$ cat src/rtl/ropuf_pkg.sv
// Shared types and constants for the RO-PUF response datapath.
package ropuf_pkg;

  localparam int RESP_WIDTH = 256;

  typedef enum logic {
    RC_COLLECT = 1'b0,
    RC_FULL    = 1'b1
  } rc_state_t;

endpackage

$ cat src/rtl/response_collector.sv
// Serial-in/parallel-out response collector: gathers LANE-bit beats into a
// WIDTH-bit word and hands the completed word downstream under valid/ready.
module response_collector
  import ropuf_pkg::*;
#(
  parameter int WIDTH     = RESP_WIDTH,
  parameter int LANE      = 1,
  parameter int MSB_FIRST = 0
) (
  input  logic                                clk,
  input  logic                                rst,
  input  logic                                clear,
  input  logic [LANE-1:0]                     s_in,
  input  logic                                s_valid,
  output logic                                s_ready,
  output logic [WIDTH-1:0]                    p_out,
  output logic                                p_valid,
  input  logic                                p_ready,
  output logic [$clog2(WIDTH/LANE+1)-1:0]     count
);

  localparam int BEATS = WIDTH / LANE;
  localparam int CW    = $clog2(BEATS + 1);
  localparam logic [CW-1:0] LAST_BEAT = CW'(BEATS - 1);
  localparam logic [CW-1:0] FULL_CNT  = CW'(BEATS);

  rc_state_t        state_q, state_d;
  logic [CW-1:0]    count_q, count_d;
  logic [WIDTH-1:0] p_out_q, p_out_d;
  logic [WIDTH-1:0] shift_word;

  generate
    if ((WIDTH % LANE != 0) || !(LANE == 1 || LANE == 2 || LANE == 4 || LANE == 8)) begin : g_bad_params
      $fatal(1, "response_collector: WIDTH must be a multiple of LANE and LANE one of 1,2,4,8");
    end

    // A single-beat word has nothing to shift; the beat is the whole word.
    if (WIDTH == LANE) begin : g_single
      assign shift_word = s_in;
    end else if (MSB_FIRST == 0) begin : g_enter_top
      assign shift_word = {s_in, p_out_q[WIDTH-1:LANE]};
    end else begin : g_enter_bottom
      assign shift_word = {p_out_q[WIDTH-LANE-1:0], s_in};
    end
  endgenerate

  // Next-state, fill level and word assembly; clear dominates accept and p_ready.
  always_comb begin
    state_d = state_q;
    count_d = count_q;
    p_out_d = p_out_q;
    if (clear) begin
      state_d = RC_COLLECT;
      count_d = '0;
      p_out_d = '0;
    end else begin
      case (state_q)
        RC_COLLECT: begin
          if (s_valid) begin
            p_out_d = shift_word;
            if (count_q == LAST_BEAT) begin
              count_d = FULL_CNT;
              state_d = RC_FULL;
            end else begin
              count_d = count_q + CW'(1);
            end
          end else begin
            p_out_d = p_out_q;
          end
        end
        RC_FULL: begin
          if (p_ready) begin
            state_d = RC_COLLECT;
            count_d = '0;
          end else begin
            state_d = RC_FULL;
          end
        end
        default: begin
          state_d = RC_COLLECT;
          count_d = '0;
        end
      endcase
    end
  end

  // State, count and word registers.
  always_ff @(posedge clk) begin
    if (rst) begin
      state_q <= RC_COLLECT;
      count_q <= '0;
      p_out_q <= '0;
    end else begin
      state_q <= state_d;
      count_q <= count_d;
      p_out_q <= p_out_d;
    end
  end

  assign s_ready = (state_q == RC_COLLECT);
  assign p_valid = (state_q == RC_FULL);
  assign p_out   = p_out_q;
  assign count   = count_q;

endmodule
$ cat config.mk
export PLATFORM = sky130hd
export DESIGN_NAME = response_collector
export DESIGN_NICKNAME = d
export VERILOG_FILES = /design/src/rtl/ropuf_pkg.sv /design/src/rtl/response_collector.sv
export SDC_FILE = /design/constraint.sdc
export NUM_CORES = 1
export LEC_CHECK = 0
export CAP_MARGIN = 25
export CORE_UTILIZATION = 25
export CTS_BUF_LIST = sky130_fd_sc_hd__clkbuf_16
export DETAILED_ROUTE_END_ITERATION = 6
export GPL_ROUTABILITY_DRIVEN = 1
export GPL_TIMING_DRIVEN = 0
export SYNTH_ARGS = -nofsm -noshare
export SYNTH_HDL_FRONTEND = slang
export SYNTH_SLANG_ARGS = --single-unit
$ cat constraint.sdc
create_clock -name clk -period 2.1 [get_ports clk]
set_input_delay 0.42 -clock clk [delete_from_list [all_inputs] [get_ports clk]]
set_output_delay 0.42 -clock clk [all_outputs]
set_load 0.005 [all_outputs]
==> Word level (Yosys, flattened, before mapping) <==
Index checks and enable logic that the tools add are counted.
{ "word_totals": {"reg_bits": 266, "input_bits": 6, "out_inout_bits": 267, "wordCells": 19} }
{ "classes": {"n_addsub": 1, "eq_ne": 3, "n_mux": 8, "bitwise_logic": 1, "n_reduce_logical": 3} }
{ "op_table": {"columns": ["cell", "count"], "rows": [
  ["2-to-1 mux 9 bit", 3],
  ["one-hot mux 9 bit (2 select lines)", 1],
  ["adder 9 x 1 -> 9 bit, second input constant", 1],
  ["equality test 9 x 8 -> 1 bit, second input constant", 1],
  ["inequality test 2 bit, second input constant", 2],
  ["AND reduction 2 bit", 2],
  ["2-to-1 mux 1 bit", 3],
  ["one-hot mux 1 bit (2 select lines)", 1],
  ["OR reduction 2 bit", 1],
  ["inverter 1 bit", 1]
]} }

==> Depth between registers and ports, before layout <==
{ "logic_depth": {"ltp_word": 4, "ltp_mapped": 8} }

==> Least setup slack after synthesis <==
No wires, ideal clock.
{ "synth_timing": {"path_kind": "register -> register", "from": "reg count_q[0] (netlist: count[0])", "to": "reg count_q[5] (netlist: count[5])", "setup_time_ps": 74, "arrival_ps": 1684, "slack_ps": 341, "stages_incl_launch_ff": 8, "n_path_buf": 0, "period_less_slack_ps": 1759, "cell_sequence": "dfxtp_1 > ha_1 > nand3_1 > nor2_1 > ha_1 > nor3b_2 > or4b_1 > a31oi_1"} }
{ "synth_via": {"elab_chain_cells": 4, "elab_cells_between_ends": 5} }
{ "synth_lines": {"columns": ["item", "line_no", "source"], "rows": [
  ["from (decl)", "response_collector.sv:28", "logic [CW-1:0] count_q, count_d;"],
  ["from (signal assigned)", "response_collector.sv:95", "count_q <= count_d;"],
  ["adder 9 x 1 -> 9 bit / equality test 9 x 8 -> 1 bit (equally long branches)", "response_collector.sv:65, response_collector.sv:61", null],
  ["2-to-1 mux 9 bit (*)", "response_collector.sv:61", "if (count_q == LAST_BEAT) begin"],
  ["2-to-1 mux 9 bit (*)", "response_collector.sv:59", "if (s_valid) begin"],
  ["one-hot mux 9 bit (2 select lines) (*)", "response_collector.sv:57", "case (state_q)"]
]} }
Every way passes the cells marked *; elsewhere a longest branch is shown, timed or not. The select of a mux whose other input is x is not followed.
A chain may end at the register's enable or synchronous reset.

==> Final worst setup path <==
{ "layout_timing": {"from": "reg count_q[3] (netlist: count[3])", "to": "out count[3]"} }
{ "layout_lines": {"columns": ["item", "line_no", "source"], "rows": [
  ["to (decl)", "response_collector.sv:19", "output logic [$clog2(WIDTH/LANE+1)-1:0] count"]
]} }
No word-level cell between the ends.

==> results.json <==
{
  "slew_headroom_pct": 60.7,
  "die_width_um": 195,
  "worstMarginPinSlew_ns": 0.573,
  "path_buf_inv": 1,
  "slowest_delay_ns": 0.58,
  "fin_hold_ws_ns": 0.428,
  "syn-cell-area_um2": 9310,
  "final_nets": 1489,
  "antenna_found_initial": 0,
  "dp_slack_ns": -0.458,
  "path_cells": "clkdlybuf4s50_1",
  "p_sw_share_pct": 22.9,
  "finalMaxSlewViolations": 0,
  "grt.met1_usage_pct": 17.9,
  "rsz0062_at_grt": "false",
  "wl_per_cell_um": 14.0,
  "place_hpwl_mm": 19.6,
  "critPathKind": "reg -> out",
  "start_util_pct": 25.4,
  "grt_max_degree": 15,
  "r2r_slack_ns": 0.10,
  "avgSynthCellArea_um2": 7.92,
  "clkPwrFrac_pct": 48.1,
  "gp_congestion": 0.766,
  "startpoint_type": "flip-flop",
  "diodes": 0,
  "cts.sinks": 266,
  "die_h_um": 195,
  "use_met2_pct": 23.2,
  "power.internal_mw": 8.03,
  "via_count": 8670,
  "grt_use_met3_pct": 3.37,
  "p_total_mw": 10.4,
  "crit_path_top_delay_cell": "clkdlybuf4s50_1",
  "portBuffers": 272,
  "whs_path_depth": 3,
  "via_per_inst": 4.40,
  "regToRegStartpoint": "count[0]",
  "p_leak_nw": 4.21,
  "power_density_nw_per_um2": 767,
  "status": "finished clean",
  "holdPathEnd": "p_out[255]",
  "area_growth_pct": 45.9,
  "drc": 0,
  "timing_hold_violations_final": 0,
  "fin_tns_setup_ns": 0,
  "setup_violations": 0,
  "ir_worst_vdd_uv": 558,
  "drt_iter0_markers": 379,
  "path_clk_slew_ns": 0.06,
  "netlist_instances": 1175,
  "grt_usage_pct": 14.1,
  "fin_crit_sh_pct": 96.2,
  "synth_fp_nets": 1183,
  "wirelength_mm": 27.5,
  "period_needed_ns": 2.02,
  "grt_pass1_wl_mm": 43.6,
  "cp.arrival_ns": 1.60,
  "power_frac_comb_pct": 3.4,
  "cts_buffer_depth": 3,
  "die_area_um2": 38000,
  "cts_root_buffer": "clkbuf_16",
  "hold_class": "in -> reg",
  "drive_gt1_share_pct": 6.73,
  "grt_overflow": 0,
  "ys_warn_count": 0,
  "hp-start": "s_in",
  "grt_pass1_vias": 8163,
  "cts_tree": "built",
  "final_area_um2": 13600,
  "crit_required_ns": 1.68,
  "ys_seq_elements": 266,
  "io_pins": 273,
  "ys_seq_area_share_pct": 57.2,
  "p_switching_mw": 2.38,
  "post_dp_cell_area_um2": 12600,
  "top_usage_layer": "met2",
  "firstDrtPassIters": 5,
  "fmax_mhz": 495,
  "skew_ns": 0.00665,
  "cts_made_buffers": 31,
  "power_frac_seq_pct": 48.5,
  "path_delay_family": "buffers and inverters",
  "r2r-end": "count[2]",
  "clock_latency_ns": 0.55,
  "antenna_left": 0,
  "reg2reg_depth": 8,
  "cp-end-kind": "primary output",
  "path_max_fanout": 8,
  "core_um2": 36600,
  "rows": 70,
  "nFillCells": 3779,
  "clock_tree.htree_level_count": 1,
  "drv_cap": 0,
  "ys_types": 30,
  "fin_ws_ns": 0.0792
}
==> how the worst max path moves through the flow <==
stage / from / to / cells past startpoint
final: count[3] / count[3] / 1
after global routing: count[3] / count[3] / 1
after CTS: p_valid / p_valid / 1
after detailed placement: rst / p_out[22] / 6
after global placement: clear / p_out[23] / 6
after floorplan: count[0] / count[5] / 7
==> routing by layer <==
metal,wire [um],vias to the layer above
li1,-,4412
met1,12100,3989
met2,12900,217
met3,1620,52
met4,914,0
met5,0,-
==> logic make-up after synthesis <==
| group | share of synthesized area, % |
|---|---|
| and+or+nand+nor | 22.4 |
| AOI/OAI and AO/OA | 14.9 |
| DFF | 57.2 |
| buffers and inverters | 4.95 |
| muxes | 0.215 |
| adders and majority gates | 0.269 |
==> state kept, by name (all words and copies together), names as in the netlist <==
register	flops
count	9
p_out	256
p_valid	1
==> synth_stat cells (all sizes together) <==
cell,instances,area (um2)
nand2,520,1950
dfxtp,266,5330
a21oi,258,1290
buf,57,329
clkbuf,33,124
nand3,6,30.0
nor2,6,22.5
a311oi,3,26.3
a2bb2oi,2,17.5
a31oi,2,12.5
ha,2,25.0
inv,2,7.51
mux2i,2,20.0
o211ai,2,15.0
or4b,2,20.0
a22oi,1,7.51
a41oi,1,8.76
and3,1,6.26
nand2b,1,6.26
nand4,1,6.26
nand4b,1,8.76
nor2b,1,6.26
nor3,1,5.00
nor3b,1,12.5
o2111ai,1,8.76
or2,1,6.26
or2b,1,7.51
==> power groups by stage <==
stage | combinational [mW] | sequential (mW) | clock (mW)
after global routing | 0.401 | 5.05 | 5.39
after floorplan | 0.236 | 5.16 | 0
after detailed placement | 0.359 | 5.16 | 0
after global placement | 0.356 | 5.16 | 0
after CTS | 0.361 | 5.05 | 5.19
final | 0.357 | 5.05 | 5.01
==> what timing repair did <==
action,in CTS,in global routing
setup endpoints to repair,2,8
resized for setup,1,8
buffers inserted,0,1
endpoints found under the hold margin,0,0
hold buffers,0,0
pin swaps,0,1
==> through the flow <==
step,util [%],instances
after CTS,37.0,1968
final,37.1,1969
after detailed placement,34.5,1915
after floorplan,-,1175
after global placement,34.5,1915
after global routing,37.1,1969
==> cell usage in the layout, fill, tap and decap left out, types with 6 or more instances in the layout <==
master and count:
buf_1 6, clkbuf_1 32, nor2_1 6, nand3_1 6, buf_2 37, clkdlybuf4s50_1 272, clkinv_2 9, nand2_1 520
clkinv_1 6, dfxtp_1 265, buf_4 9, clkbuf_16 31, a21oi_1 258, buf_6 6
==> cell type report <==
cell class | instances | area [um2] | area share (%)
clock inverters | 22 | 161 | 1.19
multi-input cells | 817 | 3530 | 26.0
well taps | 468 | 586 | 4.31
plain buffers | 90 | 460 | 3.39
flip-flops and latches | 266 | 5330 | 39.2
repair buffers | 273 | 2730 | 20.1
inverters | 2 | 7.51 | 0.0553
clock buffers | 31 | 776 | 5.71
(Power assumes the default switching activity.)
